`src/rtl/z80_bus_uart_pkg.sv`:
```
// Shared definitions for the Z80 bus UART: register offsets, STATUS bit
// positions and the state encoding used by both serial FSMs.
package z80_bus_uart_pkg;

  localparam logic [1:0] REG_DATA   = 2'd0;
  localparam logic [1:0] REG_STATUS = 2'd1;

  localparam int ST_TX_FULL  = 0;
  localparam int ST_TX_EMPTY = 1;
  localparam int ST_RX_VALID = 2;
  localparam int ST_OVERRUN  = 3;
  localparam int ST_TX_BUSY  = 4;

  typedef enum logic [1:0] {
    S_IDLE  = 2'd0,
    S_START = 2'd1,
    S_DATA  = 2'd2,
    S_STOP  = 2'd3
  } uart_state_e;

endpackage

```
`src/rtl/z80_bus_uart_fifo.sv`:
```
// Synchronous first-word-fall-through FIFO. Pointers carry one extra wrap
// bit so full and empty can be told apart. A push while full is dropped,
// with full judged before any same-cycle pop.
module z80_bus_uart_fifo #(
  parameter int WIDTH = 8,
  parameter int DEPTH = 8
) (
  input  logic             clk,
  input  logic             reset_n,
  input  logic             push_i,
  input  logic             pop_i,
  input  logic [WIDTH-1:0] data_i,
  output logic [WIDTH-1:0] data_o,
  output logic             full_o,
  output logic             empty_o
);

  localparam int AW = $clog2(DEPTH);
  localparam logic [AW:0] PTR_ONE = {{AW{1'b0}}, 1'b1};

  logic [AW:0]      wr_ptr_q, rd_ptr_q;
  logic [WIDTH-1:0] mem_q [DEPTH];
  logic             do_push_s, do_pop_s;

  assign full_o    = (wr_ptr_q[AW] != rd_ptr_q[AW]) &&
                     (wr_ptr_q[AW-1:0] == rd_ptr_q[AW-1:0]);
  assign empty_o   = (wr_ptr_q == rd_ptr_q);
  assign do_push_s = push_i & ~full_o;
  assign do_pop_s  = pop_i & ~empty_o;
  assign data_o    = mem_q[rd_ptr_q[AW-1:0]];

  // Advance read/write pointers on accepted pop/push.
  always_ff @(posedge clk or negedge reset_n) begin
    if (!reset_n) begin
      wr_ptr_q <= '0;
      rd_ptr_q <= '0;
    end else begin
      if (do_push_s) wr_ptr_q <= wr_ptr_q + PTR_ONE;
      if (do_pop_s)  rd_ptr_q <= rd_ptr_q + PTR_ONE;
    end
  end

  // Storage array; contents are meaningless after reset since pointers clear.
  always_ff @(posedge clk) begin
    if (do_push_s) mem_q[wr_ptr_q[AW-1:0]] <= data_i;
  end

endmodule

```
`src/rtl/z80_bus_uart.sv`:
```
// Memory-mapped 8N1 UART on the Z80 bus. CPU writes to DATA are queued in a
// TX FIFO and serialised; one received byte is held for the CPU to read.
// Define UART_RX_EN to build the receiver, rx_valid/overrun and DATA reads.
module z80_bus_uart
  import z80_bus_uart_pkg::*;
#(
  parameter int DEPTH        = 8,
  parameter int CLKS_PER_BIT = 16
) (
  input  logic       clk,
  input  logic       reset_n,
  input  logic       cs,
  input  logic [1:0] addr,
  input  logic [7:0] d_in,
  output logic [7:0] d_out,
  input  logic       oe,
  input  logic       we,
  output logic       tx,
  input  logic       rx
);

  localparam int CW = $clog2(CLKS_PER_BIT);
  localparam logic [CW-1:0] CNT_MAX = CW'(CLKS_PER_BIT - 1);
  localparam logic [CW-1:0] CNT_ONE = CW'(1);

  logic        oe_q, we_q, cs_q;
  logic [1:0]  addr_q;
  logic        wr_evt_s, pop_evt_s, push_s;
  logic        fifo_full_s, fifo_empty_s, tx_pop_s;
  logic [7:0]  fifo_data_s;
  uart_state_e tx_state_q;
  logic [CW-1:0] tx_cnt_q;
  logic [2:0]  tx_bit_q;
  logic [7:0]  tx_shift_q;
  logic        tx_q;
  logic        rx_valid_s, overrun_s;
  logic [7:0]  rx_data_s, status_s;

  assign wr_evt_s  = cs & we & ~we_q;
  assign pop_evt_s = oe_q & ~oe & cs_q & (addr_q == REG_DATA);
  assign push_s    = wr_evt_s & (addr == REG_DATA);
  assign tx_pop_s  = ~fifo_empty_s &
                     ((tx_state_q == S_IDLE) ||
                      ((tx_state_q == S_STOP) && (tx_cnt_q == CNT_MAX)));
  assign tx        = tx_q;

  // Strobe history for edge detection; cs/addr held from the read strobe.
  always_ff @(posedge clk or negedge reset_n) begin
    if (!reset_n) begin
      oe_q   <= 1'b0;
      we_q   <= 1'b0;
      cs_q   <= 1'b0;
      addr_q <= 2'd0;
    end else begin
      oe_q <= oe;
      we_q <= we;
      if (oe) begin
        cs_q   <= cs;
        addr_q <= addr;
      end
    end
  end

  z80_bus_uart_fifo #(.WIDTH(8), .DEPTH(DEPTH)) u_txfifo (
    .clk     (clk),
    .reset_n (reset_n),
    .push_i  (push_s),
    .pop_i   (tx_pop_s),
    .data_i  (d_in),
    .data_o  (fifo_data_s),
    .full_o  (fifo_full_s),
    .empty_o (fifo_empty_s)
  );

  // TX FSM: start bit, 8 data bits LSB first, stop bit; back-to-back frames.
  always_ff @(posedge clk or negedge reset_n) begin
    if (!reset_n) begin
      tx_state_q <= S_IDLE;
      tx_cnt_q   <= '0;
      tx_bit_q   <= 3'd0;
      tx_shift_q <= 8'h00;
      tx_q       <= 1'b1;
    end else begin
      case (tx_state_q)
        S_IDLE: begin
          tx_cnt_q <= '0;
          if (!fifo_empty_s) begin
            tx_shift_q <= fifo_data_s;
            tx_q       <= 1'b0;
            tx_state_q <= S_START;
          end
        end
        S_START: begin
          if (tx_cnt_q == CNT_MAX) begin
            tx_cnt_q   <= '0;
            tx_bit_q   <= 3'd0;
            tx_q       <= tx_shift_q[0];
            tx_shift_q <= {1'b0, tx_shift_q[7:1]};
            tx_state_q <= S_DATA;
          end else begin
            tx_cnt_q <= tx_cnt_q + CNT_ONE;
          end
        end
        S_DATA: begin
          if (tx_cnt_q == CNT_MAX) begin
            tx_cnt_q <= '0;
            if (tx_bit_q == 3'd7) begin
              tx_q       <= 1'b1;
              tx_state_q <= S_STOP;
            end else begin
              tx_q       <= tx_shift_q[0];
              tx_shift_q <= {1'b0, tx_shift_q[7:1]};
              tx_bit_q   <= tx_bit_q + 3'd1;
            end
          end else begin
            tx_cnt_q <= tx_cnt_q + CNT_ONE;
          end
        end
        S_STOP: begin
          if (tx_cnt_q == CNT_MAX) begin
            tx_cnt_q <= '0;
            if (!fifo_empty_s) begin
              tx_shift_q <= fifo_data_s;
              tx_q       <= 1'b0;
              tx_state_q <= S_START;
            end else begin
              tx_state_q <= S_IDLE;
            end
          end else begin
            tx_cnt_q <= tx_cnt_q + CNT_ONE;
          end
        end
        default: begin
          tx_state_q <= S_IDLE;
          tx_q       <= 1'b1;
        end
      endcase
    end
  end

`ifdef UART_RX_EN
  localparam logic [CW-1:0] CNT_HALF = CW'(CLKS_PER_BIT / 2 - 1);

  logic        rx_s1_q, rx_s2_q, rx_prev_q;
  uart_state_e rx_state_q;
  logic [CW-1:0] rx_cnt_q;
  logic [2:0]  rx_bit_q;
  logic [7:0]  rx_shift_q, rx_data_q, rx_data_d;
  logic        rx_valid_q, rx_valid_d, overrun_q, overrun_d;
  logic        rx_done_s, load_s, ovr_set_s, ovr_clr_s;

  assign rx_done_s  = (rx_state_q == S_STOP) && (rx_cnt_q == CNT_MAX) && rx_s2_q;
  assign load_s     = rx_done_s & (~rx_valid_q | pop_evt_s);
  assign ovr_set_s  = rx_done_s & rx_valid_q & ~pop_evt_s;
  assign ovr_clr_s  = wr_evt_s & (addr == REG_STATUS) & d_in[3];
  assign rx_data_d  = load_s ? rx_shift_q : rx_data_q;
  assign rx_valid_d = load_s ? 1'b1 : (pop_evt_s ? 1'b0 : rx_valid_q);
  assign overrun_d  = ovr_set_s ? 1'b1 : (ovr_clr_s ? 1'b0 : overrun_q);
  assign rx_valid_s = rx_valid_q;
  assign overrun_s  = overrun_q;
  assign rx_data_s  = rx_data_q;

  // Two-flop synchroniser plus one history flop for falling-edge detect.
  always_ff @(posedge clk or negedge reset_n) begin
    if (!reset_n) begin
      rx_s1_q   <= 1'b1;
      rx_s2_q   <= 1'b1;
      rx_prev_q <= 1'b1;
    end else begin
      rx_s1_q   <= rx;
      rx_s2_q   <= rx_s1_q;
      rx_prev_q <= rx_s2_q;
    end
  end

  // RX FSM: validate start at half bit, then sample data and stop mid-bit.
  always_ff @(posedge clk or negedge reset_n) begin
    if (!reset_n) begin
      rx_state_q <= S_IDLE;
      rx_cnt_q   <= '0;
      rx_bit_q   <= 3'd0;
      rx_shift_q <= 8'h00;
    end else begin
      case (rx_state_q)
        S_IDLE: begin
          rx_cnt_q <= '0;
          if (rx_prev_q & ~rx_s2_q) rx_state_q <= S_START;
        end
        S_START: begin
          if (rx_cnt_q == CNT_HALF) begin
            rx_cnt_q   <= '0;
            rx_bit_q   <= 3'd0;
            rx_state_q <= rx_s2_q ? S_IDLE : S_DATA;
          end else begin
            rx_cnt_q <= rx_cnt_q + CNT_ONE;
          end
        end
        S_DATA: begin
          if (rx_cnt_q == CNT_MAX) begin
            rx_cnt_q   <= '0;
            rx_shift_q <= {rx_s2_q, rx_shift_q[7:1]};
            if (rx_bit_q == 3'd7) rx_state_q <= S_STOP;
            else                  rx_bit_q   <= rx_bit_q + 3'd1;
          end else begin
            rx_cnt_q <= rx_cnt_q + CNT_ONE;
          end
        end
        S_STOP: begin
          if (rx_cnt_q == CNT_MAX) begin
            rx_cnt_q   <= '0;
            rx_state_q <= S_IDLE;
          end else begin
            rx_cnt_q <= rx_cnt_q + CNT_ONE;
          end
        end
        default: rx_state_q <= S_IDLE;
      endcase
    end
  end

  // Holding register with rx_valid and sticky overrun flags.
  always_ff @(posedge clk or negedge reset_n) begin
    if (!reset_n) begin
      rx_data_q  <= 8'h00;
      rx_valid_q <= 1'b0;
      overrun_q  <= 1'b0;
    end else begin
      rx_data_q  <= rx_data_d;
      rx_valid_q <= rx_valid_d;
      overrun_q  <= overrun_d;
    end
  end
`else
  logic unused_rx_s;
  assign unused_rx_s = rx ^ pop_evt_s;
  assign rx_valid_s  = 1'b0;
  assign overrun_s   = 1'b0;
  assign rx_data_s   = 8'h00;
`endif

  // STATUS register assembly.
  always_comb begin
    status_s              = 8'h00;
    status_s[ST_TX_FULL]  = fifo_full_s;
    status_s[ST_TX_EMPTY] = fifo_empty_s & (tx_state_q == S_IDLE);
    status_s[ST_RX_VALID] = rx_valid_s;
    status_s[ST_OVERRUN]  = overrun_s;
    status_s[ST_TX_BUSY]  = (tx_state_q != S_IDLE);
  end

  // Read-data mux, forced to zero outside the read strobe.
  always_comb begin
    d_out = 8'h00;
    if (oe) begin
      case (addr)
        REG_DATA:   d_out = rx_data_s;
        REG_STATUS: d_out = status_s;
        default:    d_out = 8'h00;
      endcase
    end else begin
      d_out = 8'h00;
    end
  end

endmodule
```
`config.mk`:
```
export PLATFORM = sky130hd
export DESIGN_NAME = z80_bus_uart
export DESIGN_NICKNAME = d
export VERILOG_FILES = /design/src/rtl/z80_bus_uart_pkg.sv /design/src/rtl/z80_bus_uart_fifo.sv /design/src/rtl/z80_bus_uart.sv
export SDC_FILE = /design/constraint.sdc
export NUM_CORES = 1
export LEC_CHECK = 0
export ABC_AREA = 1
export BUFFER_PORTS_ARGS = -buffer_cell sky130_fd_sc_hd__buf_2
export CAP_MARGIN = 30
export CORE_UTILIZATION = 50
export CTS_BUF_LIST = sky130_fd_sc_hd__clkbuf_4 sky130_fd_sc_hd__clkbuf_8
export CTS_CLUSTER_DIAMETER = 120
export DETAILED_ROUTE_END_ITERATION = 16
export GPL_TIMING_DRIVEN = 0
export PLACE_DENSITY = 0.75
export SLEW_MARGIN = 20
export SYNTH_ARGS = -nofsm -noshare
export SYNTH_HDL_FRONTEND = slang
export SYNTH_HIERARCHICAL = 1
export SYNTH_SLANG_ARGS = --single-unit
```
`constraint.sdc`:
```
create_clock -name clk -period 5.26 [get_ports clk]
set_input_delay 0.789 -clock clk [delete_from_list [all_inputs] [get_ports clk]]
set_output_delay 0.789 -clock clk [all_outputs]
set_load 0.05 [all_outputs]
```
# After elaboration in Yosys (flattened, before gate mapping)
# Memories as Yosys holds them, arrays and structs flattened.
# Cells that the tools add are included.
# totals
register_bits	27
mem_bits_rw	64
in_bits	16
word_cells	79
memories	1
# memory_table
memory	words	word_bits	read_ports	rd_clocked_by_memory_dff	write_ports	line_no	rtl
u_txfifo.mem_q	8	8	1	0	1	z80_bus_uart_fifo.sv:22	logic [WIDTH-1:0] mem_q [DEPTH];
# op_classes
add_sub_neg	4
n_eq_ne	15
muxes	29
bitwise_logic	10
n_reduce_logical	12
# ops
cell	count
$mux W8	6
$pmux W8 S4	1
$add A4 B1 Y4 const B	3
$mux W2	5
$ne A2 B2 Y1 const B	5
$mux W3	3
$mux W1	8
$pmux W2 S4	1
$pmux W4 S2	1
$reduce_and A4 Y1	2
$and A1 B1 Y1	7
$pmux W3 S2	1
$mux W5	1
$reduce_and A5 Y1	1
$eq A2 B1 Y1 const B	2
$eq A2 B2 Y1 const B	2
$eq A4 B4 Y1	1
$eq A4 B4 Y1 const B	1
$logic_not A2 Y1	2
$mux W4	1
$pmux W1 S4	1
$reduce_bool A2 Y1	2
$add A3 B1 Y3 const B	1
$eq A3 B3 Y1	1
other kinds (8)	11

# Depth between registers and ports, before layout
# depth
ltp_word	6
ltp_mapped	13
mapped_depth_nobuf	12

# Cells and area by module
# Netlist, hierarchy kept.
# by_module_without_submodules
mod	instances	cells_per_inst	area_per_inst_um2	seq_area_each_um2
z80_bus_uart_fifo	1	269	3044.2	2122.0
z80_bus_uart	1	152	1203.7	476.7

# Least setup slack after synthesis
# No wires, ideal clock.
# synth_path
path_type	input to register
start	input addr[0]
end	memory u_txfifo.mem_q[4][0], enable pin
setup_time_ns	0.370
t_arrival_ns	2.135
path_slack_ns	2.755
stages	3
path_buffers	0
cell_sequence	nor4_1 -> nand3_2 -> nor2_1
# synth_between
elab_chain_len	5
# synth_lines
item	line_no	rtl
start: declaration	z80_bus_uart.sv:13	input logic [1:0] addr,
$logic_not A2 Y1	z80_bus_uart.sv:41	assign push_s = wr_evt_s & (addr == REG_DATA);
$and A1 B1 Y1	z80_bus_uart.sv:41	
$and A1 B1 Y1	z80_bus_uart_fifo.sv:28	assign do_push_s = push_i & ~full_o;
$mux W1	z80_bus_uart_fifo.sv:45	if (do_push_s) mem_q[wr_ptr_q[AW-1:0]] <= data_i;
$mux W1 (not written as such)	z80_bus_uart_fifo.sv:45	
end: declaration	z80_bus_uart_fifo.sv:22	
# No other way between the ends.

# Final worst setup path
# layout_path
start	register u_txfifo.rd_ptr_q[0]
end	output d_out[1]
# layout_between
elab_chain_len	4
# layout_lines
item	line_no	rtl
start: declaration	z80_bus_uart_fifo.sv:21	logic [AW:0] wr_ptr_q, rd_ptr_q;
start signal: assignment	z80_bus_uart_fifo.sv:39	if (do_pop_s) rd_ptr_q <= rd_ptr_q + PTR_ONE;
$eq A4 B4 Y1	z80_bus_uart_fifo.sv:27	assign empty_o = (wr_ptr_q == rd_ptr_q);
net fifo_empty_s	z80_bus_uart.sv:29	logic fifo_full_s, fifo_empty_s, tx_pop_s;
$and A1 B1 Y1	z80_bus_uart.sv:245	status_s[ST_TX_EMPTY] = fifo_empty_s & (tx_state_q == S_IDLE);
$mux W5	z80_bus_uart.sv:255	case (addr)
$mux W8	z80_bus_uart.sv:254	if (oe) begin
end: declaration	z80_bus_uart.sv:15	output logic [7:0] d_out,
# The timed path passes the listed nets, and every way through them passes these cells.

==> impl_results.md <==
- Via count: between 3000 and 4000
- Post-Syn Instances: around 420
- Flop pwr share: a little under two fifths
- Period utilisation layout: 52.4%
- Postcts setup bufs: 0
- Worst-case clock buffer depth: 2
- 1st-iter DRT viols: 201
- CTS tree: done
- Rel. slew slack: between 40 and 50%
- N_diodes: 0
- H-tree Lvls: 3
- IO Count: 25
- Area delta synth->final: 10.5%
- Combinational share of power: about 43%
- Final Max Tran Viols: 0
- Placed cell count: approximately 550
- Starting Density: roughly half
- PortBufs: 18
- Final Hold Viols: 0
- GRT overflow: 0
- CP Class: reg2out
- Fmax: 362 MHz
- Power Dens Cells: 526 mW/mm^2
- HPWL after detailed placement: between 5000 and 6000 um
- Final wirelength: between 8000 and 9000 um
- Core ar.: 0.00822 mm^2
- P_int: about 1.4 mW
- Post-synth top area share: 45.2%
- Fill cell count: 660
- Antenna violations before repair: 0
- Mean Syn Cell Area: 10.1 um^2
- Switching Share: 41.7%
- Largest area contributor in the synthesized netlist: edfxtp_1
- Non-Filler Instances: roughly 570
- DR WL/cell: between 15 and 20 um
- Fin crit period: roughly 2.8 ns
- CTS buffer count: 9
- Clock Skews: about 0.014 ns
- Status: complete, no violations
- Clock-pin slew on the worst setup and hold paths: ~0.090 ns
- Clk pwr share: between 10% and 20%
- Clk root buf: clkbuf_8
- CP Data Required Time: between 4 and 5 ns
- Synth area leaders: edfxtp_1, dfrtp_1, nand2_1, nor2_1, o21ai_0
- Worst EP arrival: a little under 2 ns
- CP Capture Type: primary output
- Final Power: approximately 2.5 mW
- Routability cong.: 0.774
- First-pass GRT wire length: ~13000 um
- Final ANT Viol Nets: 0
- Die Area: roughly 0.0089 mm^2
- Layout cells sized above 1: 17.4%
- FF/Latch Area: 0.00260 mm^2
- Sink Count: 91
- Total Routing Usage GR: 20.5%
- Net switching power: just over 1 mW
- Worst VDD drop: roughly 0.25 mV
- Register bit total from synthesis: 91
- Drt drc: 0
- Hold_ws: 0.429 ns
- Worst min path class: in2async
- Worst-path maximum fanout: 9
- Final-report setup violation count: 0
- Setup crit start: u_txfifo/rd_ptr_q[0]$_DFFE_PN0P_
- DR pass1 iterations: 5
- Die height: about 94 um
- Footprint of the multi-input gates: between 0.001 and 0.0015 mm^2
- Die Width: 94.2 um
- Nets: about 480
- Final setup TNS: 0 ns
- Tightest Pin Transition: around 0.85 ns
- Synth cell types: 34
- Vias/cell: ~5.4
- Max cap viols: 0
- CP Launch Type: flip-flop
- Num rows: 33
- Leak pwr: ~2.0 nW
- Sequential share of the synthesized area: slightly above 60%
- # hold bufs at CTS: 0
- Post-Syn Area: roughly 0.0042 mm^2
- Largest net degree at the start of global routing: 28
- Gates resized, CTS repair: 0
- Vias in the first global route: roughly 2800
- RSZ-0062 raised after global routing: false
- Worst skew pair latency: approximately 0.36 ns
- Critical R2R Launch: we_q$_DFF_PN0_
- Synth warnings: 6
## logic make-up after synthesis
logic type                 Yosys count  share of synthesized area [%]
and+or+nand+nor                    211                           22.1
DFF                                 91                           61.2
AOI/OAI and AO/OA                   57                           7.39
buffers and inverters               46                           5.18
adders and majority gates           11                           3.24
xor gates and xnor gates             4                          0.825
other                                1                         0.0883
## path summary, 6_finish.rpt
check                                            endpoint  cells after the start  slack, ns
setup / recovery                                 d_out[1]                      9       2.50
hold / removal                    tx_bit_q[2]$_DFFE_PN0P_                      1       0.43
setup reg to reg           u_txfifo/mem_q[2][7]$_DFFE_PP_                      4       2.88
hold reg to reg                            tx$_DFFE_PN1P_                      2       0.47
max in group asynchronous                  we_q$_DFF_PN0_                      1       4.42
min in group clk                           tx$_DFFE_PN1P_                      2       0.47
## layout by cell type (no fill, tap or decap), types with 2 or more instances in the layout
cell	synthesis	final
nand2_1	119	119
edfxtp_1	64	64
nor2_1	50	50
o21ai_0	32	32
buf_2	9	28
dfrtp_1	26	26
inv_1	17	17
o22ai_1	16	16
nand3_1	14	14
ha_1	11	11
inv_2	10	10
clkbuf_8	0	9
nand4_1	8	8
nand2_2	6	6
buf_4	6	6
o21ai_1	5	5
conb_1	1	5
xor2_1	4	4
inv_6	0	3
nand3b_1	2	2
nand3_4	2	2
o211ai_1	2	2
nor2_2	2	2
nand2_4	2	2
clkinvlp_4	0	2
clkbuf_2	2	2
## cell usage after synthesis
cell and n:
a21oi_1 1, a21oi_2 1, and2_1 1, buf_2 9
buf_4 6, buf_8 1, clkbuf_1 1, clkbuf_2 2
conb_1 1, dfrtp_1 26, dfstp_2 1, edfxtp_1 64
ha_1 11, inv_1 17, inv_2 10, nand2_1 119
nand2_2 6, nand2_4 2, nand3_1 14, nand3_2 1
nand3_4 2, nand3b_1 2, nand4_1 8, nand4_4 1
nor2_1 50, nor2_2 2, nor2_4 1, nor4_1 1
o211ai_1 2, o21ai_0 32, o21ai_1 5, o22ai_1 16
or2_1 1, xor2_1 4
## layer usage
metal,vias up,track usage [%],part of all wire [%]
met5,-,0,0
met4,0,7.18,1.1
met3,11,4.85,5.3
met2,94,33.2,50
met1,1466,26.8,44
li1,1476,-,-
## layout make-up
class                           instances  area share (%)
Inverter                               27            2.16
Timing Repair Buffer                   19            2.03
Tap cell                              105            2.80
Sequential cell                        91            55.4
Buffer                                 19            2.53
Multi-Input combinational cell        288            30.8
Clock inverter                          6            1.52
Clock buffer                           10            2.80
## per-stage QoR
| step | setup slack, ns | utilization, % | cell area, um^2 |
|---|---|---|---|
| floorplan | 2.75 | - | 4260 |
| global placement | 2.26 | 54.6 | 4480 |
| detailed placement | 2.36 | 54.6 | 4490 |
| CTS | 2.49 | 57.1 | 4690 |
| global route | 2.36 | 57.1 | 4690 |
| finish | 2.50 | 57.1 | 4690 |
## power groups by stage
stage | combinational, mW | sequential, mW | clock, mW
4_1_cts | 1.05 | 0.919 | 0.493
3_5_place_dp | 1.05 | 0.933 | 0
3_3_place_gp | 1.01 | 0.929 | 0
6_report | 1.06 | 0.920 | 0.482
2_1_floorplan | 0.798 | 0.933 | 0
5_1_grt | 1.19 | 0.931 | 0.519
## registers in the layout, summed over array words and instances (netlist names)
name / flops
u_txfifo/wr_ptr_q: 4
we_q: 1
u_txfifo/mem_q: 64
tx_cnt_q: 4
tx_state_q: 2
u_txfifo/rd_ptr_q: 4
tx_shift_q: 8
tx_bit_q: 3
tx: 1
## critical path, stage by stage (launching register included)
cell and delay (ns):
dfrtp_1 0.41, buf_2 0.19, inv_2 0.13, nand2_2 0.07, a21oi_2 0.14, nand2_2 0.12, inv_1 0.10, nand2_1 0.07
nor2_1 0.10, buf_2 0.27
Power figures use the tool's default switching activity.
